## src/rtl/log_drain_pkg.sv

```systemverilog
// Shared types and constants for the BRAM log drain engine.
package log_drain_pkg;

    localparam int unsigned WORD_BITW  = 32;
    localparam int unsigned ENTRY_BITW = 3 * WORD_BITW;

    // Word offsets within one 4-word logger entry; word 3 is unused.
    localparam logic [1:0] WORD_LEN_ID = 2'd0;
    localparam logic [1:0] WORD_ADDR   = 2'd1;
    localparam logic [1:0] WORD_TS     = 2'd2;

    typedef enum logic [2:0] {
        ST_IDLE,
        ST_RD0,
        ST_RD1,
        ST_RD2,
        ST_CAP,
        ST_EMIT,
        ST_DONE
    } state_t;

    typedef struct packed {
        logic [31:0] ts;
        logic [31:0] addr;
        logic [7:0]  len;
        logic [7:0]  id;
        logic [15:0] pad;
    } log_entry_t;

endpackage

```

## src/rtl/axi_bram_log_drain.sv

```systemverilog
// Drains N logged entries from the logger BRAM port and streams them out as
// 96-bit records with Last. Optional macro LOG_DRAIN_CLEAR_EN adds a logger
// clear pulse alongside Done after a completed non-empty drain.
module axi_bram_log_drain
    import log_drain_pkg::*;
#(
    parameter  int unsigned NUM_SER_BRAMS  = 12,
    parameter  int unsigned BRAM_ADDR_BITW = 32,
    localparam int unsigned MAX_ENT        = 1024 * NUM_SER_BRAMS,
    localparam int unsigned CNT_BITW       = $clog2(MAX_ENT) + 1
) (
    input  logic                      Clk_CI,
    input  logic                      Rst_RI,
    input  logic                      Start_SI,
    input  logic                      Abort_SI,
    input  logic [CNT_BITW-1:0]       NumEntries_DI,
    output logic                      Busy_SO,
    output logic                      Done_SO,
    output logic                      BramEn_SO,
    output logic [BRAM_ADDR_BITW-1:0] BramAddr_SO,
    input  logic [WORD_BITW-1:0]      BramRd_DI,
    output logic                      Valid_SO,
    input  logic                      Ready_SI,
    output logic [ENTRY_BITW-1:0]     Entry_DO,
    output logic                      Last_SO,
    output logic                      LogClear_SO
);

    state_t                    state_q, state_d;
    logic [CNT_BITW-1:0]       cnt_q, cnt_d;
    logic [CNT_BITW-1:0]       idx_q, idx_d;
    logic [WORD_BITW-1:0]      word0_q, word0_d;
    logic [WORD_BITW-1:0]      word1_q, word1_d;
    logic [WORD_BITW-1:0]      word2_q, word2_d;
    logic                      busy_q, busy_d;
    logic                      done_q, done_d;
    logic                      bram_en_q, bram_en_d;
    logic [BRAM_ADDR_BITW-1:0] bram_addr_q, bram_addr_d;
    logic                      valid_q, valid_d;
    logic                      last_q, last_d;
    logic [1:0]                word_sel;
    log_entry_t                entry_c;

    // Next-state, datapath and next-output decode.
    always_comb begin
        state_d     = state_q;
        cnt_d       = cnt_q;
        idx_d       = idx_q;
        word0_d     = word0_q;
        word1_d     = word1_q;
        word2_d     = word2_q;
        busy_d      = 1'b0;
        done_d      = 1'b0;
        bram_en_d   = 1'b0;
        bram_addr_d = '0;
        valid_d     = 1'b0;
        last_d      = 1'b0;
        word_sel    = WORD_LEN_ID;

        case (state_q)
            ST_IDLE: begin
                if (Start_SI && !Abort_SI) begin
                    cnt_d   = (NumEntries_DI > CNT_BITW'(MAX_ENT)) ? CNT_BITW'(MAX_ENT)
                                                                   : NumEntries_DI;
                    idx_d   = '0;
                    state_d = (cnt_d == '0) ? ST_DONE : ST_RD0;
                end
            end
            ST_RD0: state_d = ST_RD1;
            ST_RD1: begin
                word0_d = BramRd_DI;
                state_d = ST_RD2;
            end
            ST_RD2: begin
                word1_d = BramRd_DI;
                state_d = ST_CAP;
            end
            ST_CAP: begin
                word2_d = BramRd_DI;
                state_d = ST_EMIT;
            end
            ST_EMIT: begin
                if (Ready_SI) begin
                    idx_d   = idx_q + CNT_BITW'(1);
                    state_d = last_q ? ST_DONE : ST_RD0;
                end
            end
            ST_DONE: state_d = ST_IDLE;
            default: state_d = ST_IDLE;
        endcase

        // Abort overrides the next state from any busy state.
        if (Abort_SI && (state_q != ST_IDLE)) begin
            state_d = ST_IDLE;
        end

        case (state_d)
            ST_RD0: begin bram_en_d = 1'b1; word_sel = WORD_LEN_ID; end
            ST_RD1: begin bram_en_d = 1'b1; word_sel = WORD_ADDR;   end
            ST_RD2: begin bram_en_d = 1'b1; word_sel = WORD_TS;     end
            default: ;
        endcase

        busy_d  = (state_d != ST_IDLE);
        done_d  = (state_d == ST_DONE);
        valid_d = (state_d == ST_EMIT);
        last_d  = valid_d && (idx_d == cnt_d - CNT_BITW'(1));
        if (bram_en_d) begin
            bram_addr_d = BRAM_ADDR_BITW'({idx_d, word_sel, 2'b00});
        end
    end

    // State, datapath and registered outputs.
    always_ff @(posedge Clk_CI or posedge Rst_RI) begin
        if (Rst_RI) begin
            state_q     <= ST_IDLE;
            cnt_q       <= '0;
            idx_q       <= '0;
            word0_q     <= '0;
            word1_q     <= '0;
            word2_q     <= '0;
            busy_q      <= 1'b0;
            done_q      <= 1'b0;
            bram_en_q   <= 1'b0;
            bram_addr_q <= '0;
            valid_q     <= 1'b0;
            last_q      <= 1'b0;
        end else begin
            state_q     <= state_d;
            cnt_q       <= cnt_d;
            idx_q       <= idx_d;
            word0_q     <= word0_d;
            word1_q     <= word1_d;
            word2_q     <= word2_d;
            busy_q      <= busy_d;
            done_q      <= done_d;
            bram_en_q   <= bram_en_d;
            bram_addr_q <= bram_addr_d;
            valid_q     <= valid_d;
            last_q      <= last_d;
        end
    end

`ifdef LOG_DRAIN_CLEAR_EN
    logic clear_q;

    // Clear pulse accompanies Done only when entries were actually drained.
    always_ff @(posedge Clk_CI or posedge Rst_RI) begin
        if (Rst_RI) begin
            clear_q <= 1'b0;
        end else begin
            clear_q <= (state_d == ST_DONE) && (cnt_d != '0);
        end
    end

    assign LogClear_SO = clear_q;
`else
    assign LogClear_SO = 1'b0;
`endif

    assign entry_c     = {word2_q, word1_q, word0_q};
    assign Entry_DO    = entry_c;
    assign Busy_SO     = busy_q;
    assign Done_SO     = done_q;
    assign BramEn_SO   = bram_en_q;
    assign BramAddr_SO = bram_addr_q;
    assign Valid_SO    = valid_q;
    assign Last_SO     = last_q;

endmodule

```

## config.mk

```make
export PLATFORM = sky130hd
export DESIGN_NAME = axi_bram_log_drain
export DESIGN_NICKNAME = d
export VERILOG_FILES = /design/src/rtl/log_drain_pkg.sv /design/src/rtl/axi_bram_log_drain.sv
export SDC_FILE = /design/constraint.sdc
export NUM_CORES = 1
export LEC_CHECK = 0
export ABC_AREA = 1
export BUFFER_PORTS_ARGS = -buffer_cell sky130_fd_sc_hd__buf_2
export CAP_MARGIN = 20
export CORE_UTILIZATION = 40
export DETAILED_ROUTE_END_ITERATION = 8
export PLACE_DENSITY = 0.71
export SLEW_MARGIN = 20
export SYNTH_ARGS = -nofsm -noshare
export SYNTH_HDL_FRONTEND = slang
export SYNTH_SLANG_ARGS = --single-unit
```

## constraint.sdc

```tcl
create_clock -name Clk_CI -period 5.8 [get_ports Clk_CI]
set_input_delay 0.87 -clock Clk_CI [delete_from_list [all_inputs] [get_ports Clk_CI]]
set_output_delay 0.87 -clock Clk_CI [all_outputs]
set_load 0.02 [all_outputs]
```

==> results of run 1 <==
-- synth_stat cells, types with 3 or more instances --
library cell  count  area, µm²
nand2_1         231        867
dfrtp_1         151       3780
inv_1           114        428
o21ai_0         102        510
nor2_1           65        244
nand3_1          40        200
clkbuf_1         21       78.8
buf_4            16        120
nand4_1          10       62.6
nand2_2           7       43.8
a21oi_1           6       30.0
a21oi_2           6       52.6
nor2_2            6       37.5
nand3_2           4       40.0
nor2_4            4       45.0
xor2_1            4       35.0
nand2_4           3       33.8
o21ai_2           3       26.3
-- kinds of logic after synthesis --
group | synth area share, %
other cells | 0.0541
compound gates | 9.73
simple gates | 24.5
fa+ha+maj | 0.361
buf+inv | 10.2
flops | 54.5
xor+xnor | 0.632
-- state kept, by name, indices dropped and copies added (netlist names), 3 cells and up --
name / count
state_q: 3
cnt_q: 15
word2_q: 32
word1_q: 32
word0_q: 32
BramAddr_SO: 17
idx_q: 15
-- path summary, 6_finish.rpt --
path,startpoint,end
setup reg to reg,state_q[0],Last_SO
hold / removal,word2_q[12],word2_q[12]
min in group asynchronous,Rst_RI,word0_q[23]
setup / recovery,Abort_SI,Last_SO
max in group asynchronous,Rst_RI,word0_q[18]
hold reg to reg,word2_q[12],word2_q[12]
-- where the power goes --
| part | switching (mW) | internal, mW | total (mW) |
|---|---|---|---|
| clock network | 0.467 | 0.628 | 1.10 |
| logic | 1.47 | 0.667 | 2.14 |
| registers | 0.217 | 1.48 | 1.69 |
-- layer usage --
layer	wire length, µm	vias to the layer above	GRT usage (%)
li1	-	2858	-
met1	7380	2629	24.7
met2	7590	204	30.8
met3	1330	13	7.65
met4	214	0	5.74
met5	0	-	0
-- critical path, stage by stage --
cell,delay (ps)
buf_2,100
nor2_1,230
nand3_4,400
clkinv_4,280
nor2_1,100
a21oi_4,160
ha_1,230
nand3_2,130
nor2_4,130
nand2_2,100
nor2_2,120
nand2_1,80
nand3_1,90
nand2_1,50
nor2_1,90
nand2_1,50
nor2_1,70
-- area by class of cell --
type,instances,area [µm²]
well taps,220,275
flip-flops and latches,151,3780
multi-input cells,529,2510
inverters,116,448
fillers,1606,8290
clock buffers,19,453
repair buffers,172,868
clock inverters,13,136
-- through the flow --
step	instance area, µm²	hold WS, ps	std cells	power, mW
5_1_grt	8470	494	1220	5.29
3_5_place_dp	7870	467	1188	3.85
4_1_cts	8460	484	1220	4.97
6_report	8470	481	1220	4.93
3_3_place_gp	7870	461	1188	3.80
2_1_floorplan	6990	449	838	3.19
==> impl_results.md, run 1 <==
- CTS Buf Count: 17
- Path depth of the worst reg2reg path: 16
- # DRC: 0
- Highest-count cells in the layout ignoring fill and taps: nand2_1, buf_2, dfrtp_1
- Pwr dens: 582 nW/µm²
- EDFF count, synth: 0
- Wire per inst: 13.5 µm
- Slew @ Worst Pin: between 900 and 1000 ps
- Die Y-Extent: ~130 µm
- Tcrit/Tclk final: 51.5%
- Commonest non-fill, non-tap cell in the layout: nand2_1
- Layout cell share with drive strength beyond 1: 24.8%
- Post-CTS resize count: 0
- Initial antenna violation count: 0
- Vias post-DR: 5704
- Ports: 186
- Post-Syn Area: 6930 µm²
- Worst R2R Setup Slack: about 3000 ps
- Fin Setup TNS: 0 ps
- Leak pwr: 4.76 nW
- Area Growth Syn to Fin: 22.2%
- Fmax: 335 MHz
- Total Routing Usage GR: between 10% and 20%
- Max Transition Viols Final: 0
- Clock Tree Root: clkbuf_16
- Via density: 4.68
- Detailed placer's ending HPWL: 11800 µm
- Total Wirelength: 16500 µm
- Worst path required time: 6150 ps
- RSZ-0062 raised after global routing: no
- Post-synthesis sequential area ratio: a little over half
- Synth async-reset ratio: 100%
- Layout Nets: 1041
- Std cell rows: 47
- Cell count after synthesis: 823
- Worst hold path class: flip-flop to flip-flop
- Initial DRT Pass Iterations: 4
- Largest net degree at the start of global routing: 113
- Hold Path Stages: 2
- First-pass GRT wire length: approximately 27000 µm
- Area of the core: around 17000 µm²
- Max FO, Critical Path: 28
- Final setup vio count: 0
- Yosys warnings: 0
- Sink Count: 151
- Die Area: 17900 µm²
- Clock latency on the worst-skew pair: 410 ps
- Mean Syn Cell Area: between 8 and 9 µm²
- Unique masters post-synth: between 40 and 50
- Main flop type after synthesis: dfrtp_1
- Max-Cap Viols: 0
- CTS max path bufs: 2
- # port buffers: 169
- Post-Route Skew: 9.74 ps
- Final Util: 50.5%
- Setup Crit Path Kind: input pin to flip-flop
- Place WS: 2390 ps
- Initial Util: roughly 41%
- CTS tree: done
- CTS clk-pin slew, worst paths: 60 ps
- Vias in the first global route: between 5000 and 6000
- Final Hold Fails: 0
- CTS H-tree lvls: 4
- Worst Setup End Kind: flip-flop
- N_diodes: 0
- CP arrival: 3330 ps
- Final worst setup slack: 2820 ps
- Minimum clock period: 2980 ps
- Cts hold-fix bufs: 0
- Critical Path Source Type: input pin
- DRT antenna net count: 0
- Gpl congestion: 0.884
- Post-synthesis register bit count: around 150
- Die W: 134 µm
- Post-CTS setup buffers: 0
- Slew headroom: 34.1%
- Drt initial violations: 354
- Grt ovf: 0
- Peak VDD IR: around 330 µV
- Status: completed
(Power assumes the default switching activity.)
==> inputs of run 2 (changes only) <==
==> constraint.sdc (replaced) <==
create_clock -name Clk_CI -period 2.76 [get_ports Clk_CI]
set_input_delay 0.414 -clock Clk_CI [delete_from_list [all_inputs] [get_ports Clk_CI]]
set_output_delay 0.414 -clock Clk_CI [all_outputs]
set_load 0.02 [all_outputs]
==> impl_results.md, run 2 (same netlist as run 1, synthesis figures left out) <==
- Post-CTS resize count: 0 (unchanged)
- Commonest non-fill, non-tap cell in the layout: nand2_1
- Ports: 186 (unchanged)
- Total Routing Usage GR: 19.5% (about the same)
- Via density: 4.65 (-0.49%)
- Sink Count: 151 (unchanged)
- N_diodes: 0 (unchanged)
- Tcrit/Tclk final: 89.3%
- Initial DRT Pass Iterations: 5 (+1)
- Largest regs: word0_q x32, word1_q x32, word2_q x32
- Placed cells: 1197 (+0.76%)
- CP arrival: 2820 ps (-510 ps)
- Slowest CP cell: dfrtp_1
- Total power: 10.4 mW (+110%)
- Post-Route Skew: 11.4 ps (+1.64 ps)
- Final Util: 50.9% (+0.43 points)
- Worst hold path class: input pin to asynchronous set/reset pin
- Detailed placer's ending HPWL: 11900 µm (+0.81%)
- Largest net degree at the start of global routing: 152 (+35%)
- Critical Path Source Type: flip-flop
- Clock latency on the worst-skew pair: 420 ps (about the same)
- Drt initial violations: 328 (-7.3%)
- Wire per inst: 13.7 µm (+0.89%)
- CTS clk-pin slew, worst paths: 60 ps (about the same)
- Status: completed
- Vias in the first global route: 5543 (-1.0%)
- Slew @ Worst Pin: 852 ps (-137 ps)
- Fill cells: 1595 (-0.68%)
- Final Hold Fails: 0 (unchanged)
- Area Growth Syn to Fin: 23.2%
- Total Wirelength: 16800 µm (+1.5%)
- Final setup vio count: 0 (unchanged)
- Critical path, cell by cell: nor2_2, nand3_4, nor2_1, nand2_1, nand2_1, inv_1, ha_1, nand3b_1, nand2_1, inv_1, nand3_1, nor2_1, nand3_1, nor2_1, nand3_1, nor2_1, nand2_1, nor2_1
- CTS Buf Count: 17 (unchanged)
- # port buffers: 169 (unchanged)
- Die W: 134 µm (unchanged)
- Grt ovf: 0 (unchanged)
- Layout Nets: 1050 (+0.86%)
- RSZ-0062 raised after global routing: no
- CP most frequent cell: nor2_1
- Leak pwr: 4.80 nW (+0.66%)
- Peak VDD IR: 645 µV (+95%)
- Minimum clock period: 2470 ps
- Worst path required time: 3120 ps (-3030 ps)
- Setup Crit Path Kind: flip-flop to flip-flop
- Pwr dens: 1220 nW/µm² (+110%)
- Die Area: 17900 µm² (unchanged)
- Initial antenna violation count: 0 (unchanged)
- Worst Setup End Kind: flip-flop
- Layout cell share with drive strength beyond 1: 25.4% (+0.60 points)
- Crit path from: state_q[0]
- Std cell rows: 47 (unchanged)
- Die Y-Extent: 134 µm (unchanged)
- Cts hold-fix bufs: 0 (unchanged)
- Initial Util: 41.4% (unchanged)
- Gpl congestion: 0.918 (+4.0%)
- Max Transition Viols Final: 0 (unchanged)
- Slew headroom: 43.2% (+9.2 points)
- Reg2reg start: state_q[0]
- DRT antenna net count: 0 (unchanged)
- Final cell count without fillers: 1228 (+0.66%)
- Vias post-DR: 5713 (+0.16%)
- Post-CTS setup buffers: 0 (unchanged)
- Max FO, Critical Path: 11 (-61%)
- Fmax: 406 MHz
- # DRC: 0 (unchanged)
- First-pass GRT wire length: 27100 µm (-0.33%)
- Fin Setup TNS: 0 ps (unchanged)
- CTS H-tree lvls: 4 (unchanged)
- CTS tree: done
- CTS max path bufs: 2 (unchanged)
- Clock Tree Root: clkbuf_16
- Crit-path max cell delay: 440 ps (+40 ps)
- Worst hold margin: 189 ps (-292 ps)
- Max-Cap Viols: 0 (unchanged)
- Highest-count cells in the layout ignoring fill and taps: nand2_1, buf_2, dfrtp_1
- Area of the core: 16800 µm² (unchanged)
-- run 2: cell count changes in the layout (fill, tap and decap cells not counted), sizes merged --
cell | previous run | this run
buf | 172 | 181
clkinvlp | 0 | 3
inv | 119 | 116
bufinv | 1 | 2
clkbuf | 19 | 18
clkinv | 9 | 8
-- run 2: worst paths after layout --
kind	end	slack, ps	cells past startpoint
max	Last_SO	290	18
min	Done_SO	190	3
max reg2reg	Last_SO	290	18
min reg2reg	word1_q[25]	480	2
max in group asynchronous	cnt_q[10]	1880	3
min in group Clk_CI	word1_q[21]	270	3
-- run 2: layer usage --
layer,vias up,track usage [%],routed length (µm),part of all wire [%]
li1,2877,-,-,-
met5,-,0,0,0
met3,23,6.66,1230,7.3
met2,178,31.0,7740,46
met4,0,6.44,276,1.6
met1,2635,25.0,7530,45
-- run 2: final cells by class --
class	count	area [µm²]	share of cell area (%)
Tap cell	220	275	3.22
Clock inverter	13	146	1.71
Inverter	116	444	5.20
Timing Repair Buffer	181	948	11.1
Clock buffer	18	439	5.14
Sequential cell	151	3780	44.3
Multi-Input combinational cell	529	2510	29.4
-- run 2: per-stage QoR --
stage	setup slack, ps	cell area, µm²
after global placement	238	7950
after global routing	93.9	8540
after CTS	313	8540
after detailed placement	161	7950
after floorplan	443	6990
final	295	8540
-- run 2: critical path: cells and delay by family (launching register included) --
| kind | cells | cell delay (ps) |
|---|---|---|
| and+or+nand+nor | 15 | 1550 |
| DFF | 1 | 440 |
| adders and majority gates | 1 | 290 |
| buffers and inverters | 2 | 110 |
-- run 2: power by group --
part	switching, mW	internal (mW)
Clock	0.959	1.36
Combinational	3.11	1.44
Sequential	0.453	3.10
